### src/rtl/aos_param_fifo_if.sv
// -----------------------------------------------------------------------------
// aos_param_fifo_if
// Valid/ready stream bundle used on both sides of aos_param_fifo.
//   valid : source has a beat on data
//   ready : sink accepts the beat this cycle
//   data  : WIDTH-bit payload
// Modports:
//   master : drives valid/data, observes ready (the source of a stream)
//   slave  : observes valid/data, drives ready (the sink of a stream)
// -----------------------------------------------------------------------------
interface aos_param_fifo_if #(
   parameter int WIDTH = 64
);
   logic             valid;
   logic             ready;
   logic [WIDTH-1:0] data;

   modport master (output valid, output data, input ready);
   modport slave  (input valid, input data, output ready);
endinterface

### src/rtl/aos_param_fifo.sv
// -----------------------------------------------------------------------------
// aos_param_fifo
// Parametrised valid/ready FIFO backing the per-path *_FIFO_Type/*_FIFO_Depth
// knobs (SoftReg AXI-Lite, AMI2AXI4, PCIS2ABD). Any depth >= 2, not only
// powers of two.
//   FIFO_TYPE 0 : registered, data enqueued at edge N is visible in cycle N+1
//   FIFO_TYPE 1 : bypass, an empty FIFO forwards enq data combinationally
// Ports:
//   clk, rst_n  : clock, asynchronous active-low reset
//   flush       : synchronous clear of pointers and occupancy
//   enq (slave) : producer stream in
//   deq (master): consumer stream out (head entry)
//   count       : entries held in storage (a bypassed beat is never counted)
//   almost_full : count >= AF_THRESH
// -----------------------------------------------------------------------------
module aos_param_fifo #(
   parameter int WIDTH     = 64,
   parameter int DEPTH     = 4,
   parameter int FIFO_TYPE = 0,
   parameter int AF_THRESH = DEPTH - 1,
   parameter int CW        = $clog2(DEPTH + 1)
) (
   input  logic                  clk,
   input  logic                  rst_n,
   input  logic                  flush,
   aos_param_fifo_if.slave       enq,
   aos_param_fifo_if.master      deq,
   output logic [CW-1:0]         count,
   output logic                  almost_full
);

   localparam int PW = (DEPTH > 1) ? $clog2(DEPTH) : 1;
   localparam logic [PW-1:0] LAST_PTR = PW'(DEPTH - 1);
   localparam logic [CW-1:0] DEPTH_C  = CW'(DEPTH);
   localparam logic [CW-1:0] AF_C     = CW'(AF_THRESH);

   generate
      if (DEPTH < 2 || AF_THRESH < 1 || AF_THRESH > DEPTH) begin : g_bad_params
         $error("aos_param_fifo: illegal DEPTH/AF_THRESH combination");
      end
   endgenerate

   logic [WIDTH-1:0] mem [DEPTH];

   logic [PW-1:0] wr_ptr_reg, wr_ptr_next;
   logic [PW-1:0] rd_ptr_reg, rd_ptr_next;
   logic [CW-1:0] count_reg,  count_next;

   logic empty, full;
   logic enq_fire, deq_fire, bypass, do_write, do_read;

   assign empty = (count_reg == '0);
   assign full  = (count_reg == DEPTH_C);

   // enq_ready depends only on registered occupancy, never on deq_ready.
   assign enq.ready   = ~full;
   assign count       = count_reg;
   assign almost_full = (count_reg >= AF_C);

   generate
      if (FIFO_TYPE == 1) begin : g_bypass
         assign deq.valid = ~empty | enq.valid;
         assign deq.data  = empty ? enq.data : mem[rd_ptr_reg];
      end else begin : g_registered
         assign deq.valid = ~empty;
         assign deq.data  = mem[rd_ptr_reg];
      end
   endgenerate

   assign enq_fire = enq.valid & enq.ready;
   assign deq_fire = deq.valid & deq.ready;

   // When empty in bypass mode a dequeue can only be the forwarded beat, so
   // the beat never touches storage and the pointers stay put.
   assign bypass   = (FIFO_TYPE == 1) & empty & enq_fire & deq_fire;
   assign do_write = enq_fire & ~bypass & ~flush;
   assign do_read  = deq_fire & ~bypass & ~flush;

   always_comb begin
      wr_ptr_next = wr_ptr_reg;
      rd_ptr_next = rd_ptr_reg;
      count_next  = count_reg;
      if (flush) begin
         wr_ptr_next = '0;
         rd_ptr_next = '0;
         count_next  = '0;
      end else begin
         // Explicit wrap compare so non-power-of-two depths stay correct.
         if (do_write) begin
            wr_ptr_next = (wr_ptr_reg == LAST_PTR) ? '0 : wr_ptr_reg + 1'b1;
         end
         if (do_read) begin
            rd_ptr_next = (rd_ptr_reg == LAST_PTR) ? '0 : rd_ptr_reg + 1'b1;
         end
         case ({do_write, do_read})
            2'b10:   count_next = count_reg + 1'b1;
            2'b01:   count_next = count_reg - 1'b1;
            default: count_next = count_reg;
         endcase
      end
   end

   always_ff @(posedge clk or negedge rst_n) begin
      if (!rst_n) begin
         wr_ptr_reg <= '0;
         rd_ptr_reg <= '0;
         count_reg  <= '0;
      end else begin
         wr_ptr_reg <= wr_ptr_next;
         rd_ptr_reg <= rd_ptr_next;
         count_reg  <= count_next;
      end
   end

   // Storage carries no reset so it can map onto plain RAM.
   always_ff @(posedge clk) begin
      if (do_write) begin
         mem[wr_ptr_reg] <= enq.data;
      end
   end

endmodule

### src/flat_wrapper.sv
// flat-port wrapper written by rule: the top's interface ports become plain ports
module aos_param_fifo_flat 
#(
   parameter int WIDTH     = 64,
   parameter int DEPTH     = 4,
   parameter int FIFO_TYPE = 0,
   parameter int AF_THRESH = DEPTH - 1,
   parameter int CW        = $clog2(DEPTH + 1)
)
  (clk, rst_n, flush, count, almost_full, enq_valid, enq_data, enq_ready, deq_valid, deq_data, deq_ready);
  aos_param_fifo_if #(.WIDTH(WIDTH)) enq_i ();
  aos_param_fifo_if #(.WIDTH(WIDTH)) deq_i ();
  input  logic clk;
  input  logic rst_n;
  input  logic flush;
  output logic [CW-1:0] count;
  output logic almost_full;
  input wire logic [$bits(enq_i.valid)-1:0] enq_valid;
  input wire logic [$bits(enq_i.data)-1:0] enq_data;
  output wire logic [$bits(enq_i.ready)-1:0] enq_ready;
  output wire logic [$bits(deq_i.valid)-1:0] deq_valid;
  output wire logic [$bits(deq_i.data)-1:0] deq_data;
  input wire logic [$bits(deq_i.ready)-1:0] deq_ready;
  assign enq_i.valid = enq_valid;
  assign enq_i.data = enq_data;
  assign enq_ready = enq_i.ready;
  assign deq_valid = deq_i.valid;
  assign deq_data = deq_i.data;
  assign deq_i.ready = deq_ready;
  aos_param_fifo #(.WIDTH(WIDTH), .DEPTH(DEPTH), .FIFO_TYPE(FIFO_TYPE), .AF_THRESH(AF_THRESH), .CW(CW)) u_core (.clk(clk), .rst_n(rst_n), .flush(flush), .enq(enq_i), .deq(deq_i), .count(count), .almost_full(almost_full));
endmodule
### config.mk
export PLATFORM = sky130hd
export DESIGN_NAME = aos_param_fifo_flat
export DESIGN_NICKNAME = d
export VERILOG_FILES = /design/src/rtl/aos_param_fifo_if.sv /design/src/rtl/aos_param_fifo.sv /design/src/flat_wrapper.sv
export SDC_FILE = /design/constraint.sdc
export NUM_CORES = 1
export LEC_CHECK = 0
export BUFFER_PORTS_ARGS = -buffer_cell sky130_fd_sc_hd__buf_2
export CAP_MARGIN = 20
export CORE_MARGIN = 4
export CORE_UTILIZATION = 50
export CTS_CLUSTER_DIAMETER = 100
export CTS_CLUSTER_SIZE = 28
export DETAILED_ROUTE_END_ITERATION = 10
export HOLD_SLACK_MARGIN = 0.06
export PLACE_DENSITY = 0.74
export SLEW_MARGIN = 5
export SYNTH_ARGS = -nofsm -noshare
export SYNTH_HDL_FRONTEND = slang
export SYNTH_SLANG_ARGS = --single-unit
### constraint.sdc
create_clock -name clk -period 5.7 [get_ports clk]
set_input_delay 0.57 -clock clk [delete_from_list [all_inputs] [get_ports clk]]
set_output_delay 0.57 -clock clk [all_outputs]
set_load 0.1 [all_outputs]
==> results.md <==
- Drt total wl: 17240 µm
- Post-Place Worst Slack: 2.586 ns
- Synthesized instance count: 401
- Die ar.: 21990 µm²
- Post-CTS Resized: 0
- Core Box Area: 19400 µm²
- Hold Crit Depth: 1
- Post-DP HPWL: 10640 µm
- Fin area: 11220 µm²
- Worst-margin pin slew: 0.9762 ns
- Post-layout minimum cycle time: 3.534 ns
- CTS Buffer Depth: 3
- Worst-path clk slew: 0.10 ns
- Row cnt: 51
- Hold_buf cts: 1
- Max-slew violations: 0
- Area growth syn-to-layout: 14.05%
- Warnings from Yosys: 0
- Crit end category: output port
- Cts bufs inserted: 13
- Mapped cell area: 9842 µm²
- Die X: 148.3 µm
- GRT Util Overall: 15.87%
- CTS tree: done
- Delay-heaviest family, CP: flip-flops
- Initial Utilization: 50.74%
- CP max stage delay: 1.09 ns
- Crit path cell chain: buf_4, mux4_2, buf_2
- Unrepaired setup endpoints after global routing: false
- Chip height: 148.3 µm
- Via count: 4467
- Placed insts: 793
- Peak VDD IR: 0.0002293 V
- Largest net degree at the start of global routing: 67
- Finish-stage setup viols: 0
- Worst-Skew Late Latency: 0.47 ns
- Worst Setup Path Type: reg -> out
- Reg2reg setup slack: 3.28 ns
- Leak Pwr: 3.685 nW
- Critical Path Slowest Stage Cell: dfrtp_4
- Status: completed
- Top area cells in the synthesized netlist: edfxtp_1, mux4_2, dfrtp_1, buf_6, ha_1
- Vias in the first global route: 4743
- Number of storage elements in the synthesis netlist: 263
- Max FO, Critical Path: 48
- Antenna Violating Nets Remaining: 0
- WP depth: 3
- Min-Delay Path Class: in -> reg
- WP buf/inv: 2
- Area after DPL: 10850 µm²
- # port buffers: 138
- Max-Cap Viols: 0
- RePlAce Congestion: 0.7343
- Final setup margin: 2.166 ns
- Worst Path Required: 5.13 ns
- IO Count: 139
- Slew margin rel.: 34.92%
- Number of setup buffers added after CTS: 0
- H-tree Lvls: 1
- Max Clk Rate: 0.2829 GHz
- Final Hold Fails: 0
- Top cell type's share of synthesized area: 78.11%
- Non-Filler Instances: 812
- Synth cell types: 35
- Antenna fix cells: 0
- Share of cells above drive strength 1: 43.14%
- Vias per cell: 5.501
- Fin crit share: 62.01%
- Post-synth top area cell: edfxtp_1
- R2R cell count: 7
- Root Buffer: clkbuf_16
- Iter 0 DRT Violations: 213
- Total gr overflow: 0
- Avg Cell Area, Syn: 24.54 µm²
- Syn_nets: 476
- Initial antenna violation count: 2
- PwrDens: 353.8 nW/µm²
- Startpoint Class: flop
- Post-route DRC violation count: 0
- Crit path DAT: 2.96 ns
- Register area share after synthesis: 79.89%
- First-pass GRT wire length: 27190 µm
- Sinks on Clock Net: 263
- Wire per inst: 21.24 µm
- Skew final: 0.01257 ns
- Layout Nets: 620
- DR pass1 iterations: 4
- Largest register FFs: 256
-- cells in the final DEF, fill, tap and decap left out, drive strengths merged, types with 2 or more instances in the layout --
master     n
dfrtp      7
ha         5
nor3b      6
a21oi      3
clkbuf    16
nand2      3
nand3      3
inv        5
o21ai      5
mux4      64
buf      148
or3        2
edfxtp   256
a211oi     2
a2111oi    2
nor2       4
-- report_power, final --
part	leakage, nW	total, W	internal, W	switching [W]
Combinational	1.10	0.000769	0.000171	0.000598
Sequential	2.41	0.00223	0.00218	0.0000512
Clock	0.174	0.000974	0.000430	0.000544
Total	3.68	0.00397	0.00278	0.00119
-- cell families (layout without fill, tap and decap cells) --
logic type | count (synthesis) | count (layout) | synth area share [%]
AOI/OAI and AO/OA | 18 | 18 | 1.335
adders and majority gates | 6 | 6 | 0.8391
xor gates and xnor gates | 1 | 1 | 0.08901
muxes | 65 | 65 | 14.75
buffers and inverters | 24 | 170 | 1.627
DFF | 263 | 263 | 79.89
and+or+nand+nor | 24 | 24 | 1.475
-- per-stage QoR --
stage	setup TNS (ns)	power [W]	hold slack (ns)	util [%]
5_1_grt	0	0.004126	0.2843	57.86
6_report	0	0.003972	0.3109	57.86
3_5_place_dp	0	0.003050	0.4195	55.91
3_3_place_gp	0	0.003033	0.4129	55.80
4_1_cts	0	0.004012	0.2908	57.80
2_1_floorplan	-477.19	0.002918	0.2744	-
-- final cells by class --
class	count	area, µm²
inverters	4	15.01
fillers	1482	8174
clock buffers	16	336.6
well taps	265	331.6
flip-flops and latches	263	7870
repair buffers	149	812.0
multi-input cells	114	1839
clock inverters	1	20.02
-- worst register-to-register path, stage by stage (launching register included) --
cell	delay, ns
dfrtp_1	0.57
nor3b_2	0.32
inv_1	0.13
a211oi_1	0.30
fa_1	0.28
nand2b_1	0.18
o32ai_1	0.13
a2111oi_2	0.40
-- cell usage after synthesis --
master,instances
a2111oi_2,1
nand2_1,3
nor2b_1,1
a311oi_1,1
or3b_2,1
nor3b_2,1
nand3b_1,1
clkbuf_1,2
a31oi_1,1
nor2_1,4
a21o_1,1
buf_6,6
xnor2_1,1
fa_1,1
o21ai_0,5
nor3_1,1
a21oi_1,3
dfrtp_1,7
or3_1,2
o41ai_1,1
ha_1,5
nor3b_1,5
nand3_1,3
or4_1,1
mux2i_1,1
buf_4,4
nand2b_1,1
o31ai_2,1
inv_1,4
a2111oi_0,1
buf_2,8
edfxtp_1,256
o32ai_1,1
mux4_2,64
a211oi_1,2
-- metal layers --
metal	global-route usage, %	part of all wire (%)	up-vias
li1	-	-	1979
met1	22.14	42	2321
met2	27.20	51	146
met3	3.047	5.5	17
met4	2.263	1.3	4
met5	0	0.081	-
-- path summary, 6_finish.rpt --
check                                      from                    to
max                        u_core.rd_ptr_reg[0]          deq_data[27]
min                                enq_data[19]     u_core.mem[2][19]
max reg2reg                     u_core.count[2]       u_core.count[2]
min reg2reg                u_core.wr_ptr_reg[1]  u_core.wr_ptr_reg[1]
max in group asynchronous                 rst_n  u_core.rd_ptr_reg[1]
min in group asynchronous                 rst_n       u_core.count[0]
No activity file was read; power rests on OpenSTA's default activity.
